$ cat config.mk
export PLATFORM = sky130hd
export DESIGN_NAME = cipo_oversample_capture
export DESIGN_NICKNAME = d
export VERILOG_FILES = /design/src/rtl/cipo_pkg.sv /design/src/rtl/cipo_sync.sv /design/src/rtl/cipo_oversample_capture.sv
export SDC_FILE = /design/constraint.sdc
export NUM_CORES = 1
export LEC_CHECK = 0
export CAP_MARGIN = 40
export CORE_ASPECT_RATIO = 2
export CORE_MARGIN = 3
export CORE_UTILIZATION = 50
export DETAILED_ROUTE_END_ITERATION = 12
export PLACE_DENSITY_LB_ADDON = 0.25
export REMOVE_ABC_BUFFERS = 1
export SYNTH_ARGS = -nofsm -noshare
export SYNTH_HDL_FRONTEND = slang
export SYNTH_SLANG_ARGS = --single-unit
$ cat constraint.sdc
create_clock -name dataclk -period 14.6 [get_ports dataclk]
set_clock_uncertainty 0.2 [all_clocks]
set_input_delay 1.46 -clock dataclk [delete_from_list [all_inputs] [get_ports dataclk]]
set_output_delay 1.46 -clock dataclk [all_outputs]
set_load 0.05 [all_outputs]
$ cat src/rtl/cipo_pkg.sv
// Shared constants and FSM state type for the CIPO oversampling front end.
package cipo_pkg;

  localparam int CIPO4X_WIDTH    = 74;
  localparam int SAMPLES_PER_BIT = 4;
  localparam int CIPO_BITS       = 16;
  localparam int MAX_PHASE       = 11;

  typedef enum logic {
    IDLE,
    CAPTURE
  } captureState_t;

endpackage

$ cat src/rtl/cipo_sync.sv
// Generic flop-chain synchronizer for asynchronous headstage inputs.
module cipo_sync #(
  parameter int STAGES = 2
) (
  input  logic clock,
  input  logic reset,
  input  logic async_i,
  output logic sync_o
);

  logic [STAGES-1:0] chain_q;

  always_ff @(posedge clock or posedge reset) begin
    if (reset) begin
      chain_q <= '0;
    end else begin
      chain_q <= {chain_q[STAGES-2:0], async_i};
    end
  end

  assign sync_o = chain_q[STAGES-1];

endmodule

$ cat src/rtl/cipo_oversample_capture.sv
// Captures a frame's worth of 4x-oversampled CIPO samples and presents them
// to the phase selector as one held window with a single-cycle valid strobe.
module cipo_oversample_capture
  import cipo_pkg::*;
#(
  parameter int SYNC_STAGES = 2,
  parameter int WINDOW      = CIPO4X_WIDTH
) (
  input  logic              dataclk,
  input  logic              reset,
  input  logic              cipo_in,
  input  logic              frame_start,
  input  logic              overrun_clr,
  output logic [WINDOW-1:0] CIPO4x,
  output logic              cipo4x_valid,
  output logic              busy,
  output logic              overrun
);

  localparam int CNT_W = $clog2(WINDOW);
  localparam logic [CNT_W-1:0] LAST_SAMPLE = CNT_W'(WINDOW - 1);

  logic              cipoSync;
  captureState_t     state_q, state_d;
  logic [CNT_W-1:0]  cnt_q, cnt_d;
  logic [WINDOW-1:0] shreg_q, shreg_d;
  logic [WINDOW-1:0] window_q, window_d;
  logic              valid_q, valid_d;
  logic              overrun_q, overrun_d;

  cipo_sync #(
    .STAGES (SYNC_STAGES)
  ) u_sync (
    .clock   (dataclk),
    .reset   (reset),
    .async_i (cipo_in),
    .sync_o  (cipoSync)
  );

  always_ff @(posedge dataclk or posedge reset) begin
    if (reset) begin
      state_q   <= IDLE;
      cnt_q     <= '0;
      shreg_q   <= '0;
      window_q  <= '0;
      valid_q   <= 1'b0;
      overrun_q <= 1'b0;
    end else begin
      state_q   <= state_d;
      cnt_q     <= cnt_d;
      shreg_q   <= shreg_d;
      window_q  <= window_d;
      valid_q   <= valid_d;
      overrun_q <= overrun_d;
    end
  end

  // A strobe during capture restarts the window; the last sample bypasses
  // the shift register so the window publishes on the same edge.
  always_comb begin
    state_d   = state_q;
    cnt_d     = cnt_q;
    shreg_d   = shreg_q;
    window_d  = window_q;
    valid_d   = 1'b0;
    overrun_d = overrun_q;
    if (overrun_clr) begin
      overrun_d = 1'b0;
    end
    case (state_q)
      IDLE: begin
        if (frame_start) begin
          state_d = CAPTURE;
          cnt_d   = '0;
        end
      end
      CAPTURE: begin
        if (frame_start) begin
          cnt_d     = '0;
          overrun_d = 1'b1;
        end else begin
          shreg_d[cnt_q] = cipoSync;
          if (cnt_q == LAST_SAMPLE) begin
            window_d = shreg_d;
            valid_d  = 1'b1;
            state_d  = IDLE;
            cnt_d    = '0;
          end else begin
            cnt_d = cnt_q + 1'b1;
          end
        end
      end
      default: state_d = IDLE;
    endcase
  end

  assign CIPO4x       = window_q;
  assign cipo4x_valid = valid_q;
  assign busy         = (state_q == CAPTURE);
  assign overrun      = overrun_q;

endmodule

# == Word level (Yosys, flattened, before mapping) ==
# Index checks and enable logic that the tools add are counted.
# totals
reg_bits,160
latch_bits,0
ramBits,0
rom_bits,0
input_bits,5
wordCells,34
n_memories,0
# op_classes
n_addsub,1
multipliers,0
div,0
magnitude_cmp,2
eq_ne,2
n_shift,0
muxes,17
bitwise_logic,2
reduce_logical,3
# ops
op,n
$bwmux 74,1
$mux 7,3
$pmux 7 s2,1
$mux 1,10
$lt 7x8->1 const B,1
$add 7x1->7 const B,1
$demux 1 s7,1
$eq 7x7->1 const B,1
$ge 7x1->1 const B,1
$reduce_and 3->1,1
$ne 2x2->1 const B,1
$not 1->1,2
$pmux 1 s2,1
$reduce_and 2->1,1
$logic_and 1x1->1,1

# == Depth between registers and ports, before layout ==
# depth
ltp_word,5
depth_mapped,8

# == By module ==
# Synthesis repeated with hierarchy kept, for this count alone.
# hier_totals
cells_unflattened,660
area_unflattened_um2,7450.9
# by_module_without_submodules
module,instances,cells_each,area_each_um2,seq_area_each_um2
cipo_oversample_capture,1,657,7397.1,3953.8
cipo_sync,1,3,53.8,50.0

# == Worst setup path before layout ==
# OpenSTA, ideal clock, no wires.
# synth_timing
path_kind,input port to flip-flop
startpoint,in frame_start
endpoint,reg shreg_q[27]
arrival_time_ps,2673
t_required_ps,14275
slack_ps,11602
cell_stages,6
cell_sequence,clkbuf_1 > nand2b_1 > buf_2 > buf_2 > nor3_1 > mux2_2
# synth_via
elab_chain_cells,2
# synth_lines
element,line,source
start: declaration,cipo_oversample_capture.sv:12,"input logic frame_start,"
$not 1->1 (no source line),--,
$reduce_and 2->1 (no source line),--,
end signal: assignment,cipo_oversample_capture.sv:51,shreg_q <= shreg_d;
end: declaration,cipo_oversample_capture.sv:26,"logic [WINDOW-1:0] shreg_q, shreg_d;"
# No other way between the ends.
# A chain may end at the register's enable or synchronous reset.

# == Worst setup path in the final report ==
# layout_timing
startpoint,in frame_start
endpoint,reg window_q[60] (netlist: CIPO4x[60])
# layout_via
elab_chain_cells,2
# layout_lines
element,line,source
$not 1->1 (no source line),--,
$reduce_and 3->1 (no source line),--,
end signal: assignment,cipo_oversample_capture.sv:52,window_q <= window_d;
end: declaration,cipo_oversample_capture.sv:27,"logic [WINDOW-1:0] window_q, window_d;"
# No other way between the ends.

==> flow_metrics.env <==
export IMPL_layout_min_cycle_time_ps=4120
export IMPL_drv_slew=0
export IMPL_cp_startpoint="frame_start"
export IMPL_ant_nets=0
export IMPL_outcome="finished clean"
export IMPL_crit_fanout=52
export IMPL_synth_top_cell_area_share=0.531
export IMPL_critPathKind="in2reg"
export IMPL_max_cap_violations=0
export IMPL_whs_path_depth=0
export IMPL_grt_max_degree=99
export IMPL_route_detailed_drc=0
export IMPL_core_area_mm2=0.0146
export IMPL_initial_core_util=0.517
export IMPL_place_inst=883
export IMPL_multiInputGateArea_mm2=0.00288
export IMPL_required_ps=14730
export IMPL_overflow=0
export IMPL_grt_pass1_wl_um=26800
export IMPL_cts_max_level=4
export IMPL_ys_ff_latch=160
export IMPL_regToRegStartpoint="cnt_q[3]$_DFFE_PP0P_"
export IMPL_cts_sinks=160
export IMPL_total_power_uw=945
export IMPL_synth_cells=667
export IMPL_die_area_mm2=0.0167
export IMPL_synth_area_leaders="dfrtp_1, mux2_2, mux2i_1"
export IMPL_postCtsSetupBuffers=0
export IMPL_num_vias=5014
export IMPL_setup_viol=0
export IMPL_start_kind="input port"
export IMPL_power_leakage_nw=3.94
export IMPL_yosysWarnings=0
export IMPL_clk_path_buf_depth=2
export IMPL_synth_cell_types=40
export IMPL_synth_edff_count=0
export IMPL_placement_io_buffers=81
export IMPL_yosys_area_top_type="dfrtp_1"
export IMPL_fin_crit_sh=0.282
export IMPL_clk_latency_ps=410
export IMPL_syn_to_final_growth_pct=18.3
export IMPL_routabilityCongestion=0.823
export IMPL_hold_class="reg2reg"
export IMPL_cts_tree="built"
export IMPL_fmax_ghz=0.243
export IMPL_syn_avg_cell_area_um2=11.3
export IMPL_hold_viol=0
export IMPL_antennaDiodeCount=0
export IMPL_layout_drive_gt1_share=0.175
export IMPL_die_h_um=180
export IMPL_fin_setup_tns_ps=0
export IMPL_critPathArrivalTime_ps=4250
export IMPL_viasPerCell=5.47
export IMPL_place_hpwl_um=10000
export IMPL_nNetsFinal=718
export IMPL_ys_seq_area_frac=0.531
export IMPL_postCtsHoldBufs=0
export IMPL_netlist_area_mm2=0.00754
export IMPL_clock_tree_root_cell="clkbuf_16"
export IMPL_drtIter0Drc=315
export IMPL_worst_pin_slew_ps=913
export IMPL_post_cts_resized=0
export IMPL_post_route_util=0.611
export IMPL_ys_flop_type="dfrtp_1"
export IMPL_reg2reg_depth=4
export IMPL_routedWlPerCell_um=17.3
export IMPL_async_flop_share=1.00
export IMPL_io_pins=82
export IMPL_grt_use_total=0.202
export IMPL_rsz0062_at_grt="false"
export IMPL_fp_dieW_um=92.8
export IMPL_fp_row_count=62
export IMPL_vdd_drop_max_v=0.0000708
export IMPL_maxSlewHeadroom=0.389
export IMPL_end_kind="register"
export IMPL_register_area_mm2=0.00401
export IMPL_p_per_area_mw_per_mm2=106
export IMPL_antenna_found_initial=0
export IMPL_grt_pass1_vias=5328
export IMPL_cts_buffers=17
export IMPL_stdcell_count=916
export IMPL_nFillCells=1245
export IMPL_min_from="u_sync.chain_q[0]$_DFF_PP0_"
export IMPL_drt_wl_total_um=15900
export IMPL_dr_pass1_iters=4
export IMPL_path_clk_slew_ps=60
## layout by cell type, fill, tap and decap left out, types with 2 or more instances in the layout
cell type / n
o31ai_1: 2
nand2b_1: 2
clkdlybuf4s50_1: 81
clkinv_2: 2
nand3_1: 10
a21oi_1: 2
nor4bb_1: 3
nor4b_1: 2
a2111oi_0: 2
inv_6: 6
buf_8: 2
nor3b_1: 3
clkbuf_16: 17
or3b_1: 3
nor3_2: 8
nand2_1: 13
clkinvlp_4: 2
o211ai_1: 2
ha_1: 2
mux2i_1: 72
nand3b_1: 3
dfrtp_1: 159
inv_1: 75
mux2_1: 2
mux2_2: 70
bufinv_16: 2
nor3_4: 2
o21ai_0: 80
or4b_1: 3
o21ba_2: 2
buf_4: 5
or3_1: 3
or4_1: 2
nand4bb_1: 5
nor3_1: 59
## path summary, 6_finish.rpt
kind	end	slack, ps
worst min-delay path	u_sync.chain_q[1]$_DFF_PP0_	160
worst max-delay path	CIPO4x[60]$_DFFE_PP0P_	10480
worst min register to register	u_sync.chain_q[1]$_DFF_PP0_	160
worst max register to register	CIPO4x[60]$_DFFE_PP0P_	11260
min in group asynchronous	CIPO4x[36]$_DFFE_PP0P_	1080
max in group asynchronous	u_sync.chain_q[1]$_DFF_PP0_	11680
## registers in the layout (all words and copies together), names as in the netlist
register and cells:
CIPO4x 74, shreg_q 74, cnt_q 7, u_sync.chain_q 2, busy 1, cipo4x_valid 1, overrun 1
## cell families after synthesis
logic type / Yosys count / share of synthesized area
buffers and inverters: 140 / 0.0880
and+or+nand+nor: 130 / 0.110
muxes: 144 / 0.203
adders and majority gates: 2 / 0.00332
DFF: 160 / 0.531
AOI/OAI and AO/OA: 91 / 0.0646
## area by class of cell
type / count / share of cell area
Sequential cell: 160 / 0.449
Multi-Input combinational cell: 367 / 0.323
Timing Repair Buffer: 89 / 0.102
Clock buffer: 19 / 0.0497
Inverter: 76 / 0.0326
Tap cell: 192 / 0.0269
Clock inverter: 13 / 0.0167
## cell usage after synthesis (all sizes together) (3+ instances only)
| library cell | instances |
|---|---|
| mux2i | 72 |
| or4b | 4 |
| inv | 76 |
| dfrtp | 160 |
| nand3b | 3 |
| nor4bb | 3 |
| or3 | 3 |
| buf | 34 |
| nor3 | 69 |
| nand4bb | 5 |
| nor3b | 3 |
| nand2 | 13 |
| o21ai | 80 |
| nand2b | 3 |
| clkbuf | 30 |
| mux2 | 72 |
| or3b | 3 |
| nand3 | 10 |
## through the flow
step	hold WS, ps	worst slack (ps)	instance area (µm²)
2_1_floorplan	131	7770	7160
3_3_place_gp	138	10230	8270
3_5_place_dp	143	10070	8310
4_1_cts	158	10490	8900
5_1_grt	167	10300	8910
6_report	155	10480	8910
## critical path: stages
cell,delay [ps]
clkdlybuf4s50_1,540
nand4bb_1,370
nor2_4,720
buf_4,800
mux2i_1,290
## metal layers
layer	vias to the layer above	part of all wire	track usage
met2	109	0.54	0.345
met5	-	0	0
li1	2367	-	-
met3	28	0.037	0.0343
met1	2510	0.40	0.251
met4	0	0.022	0.0787
## where the power goes
group          total (mW)  internal [mW]  switching (mW)
registers           0.456          0.451         0.00579
logic              0.0457         0.0134          0.0323
clock network       0.443          0.260           0.183
total               0.945          0.724           0.221
Note: power is estimated with default switching activity, not from simulation.
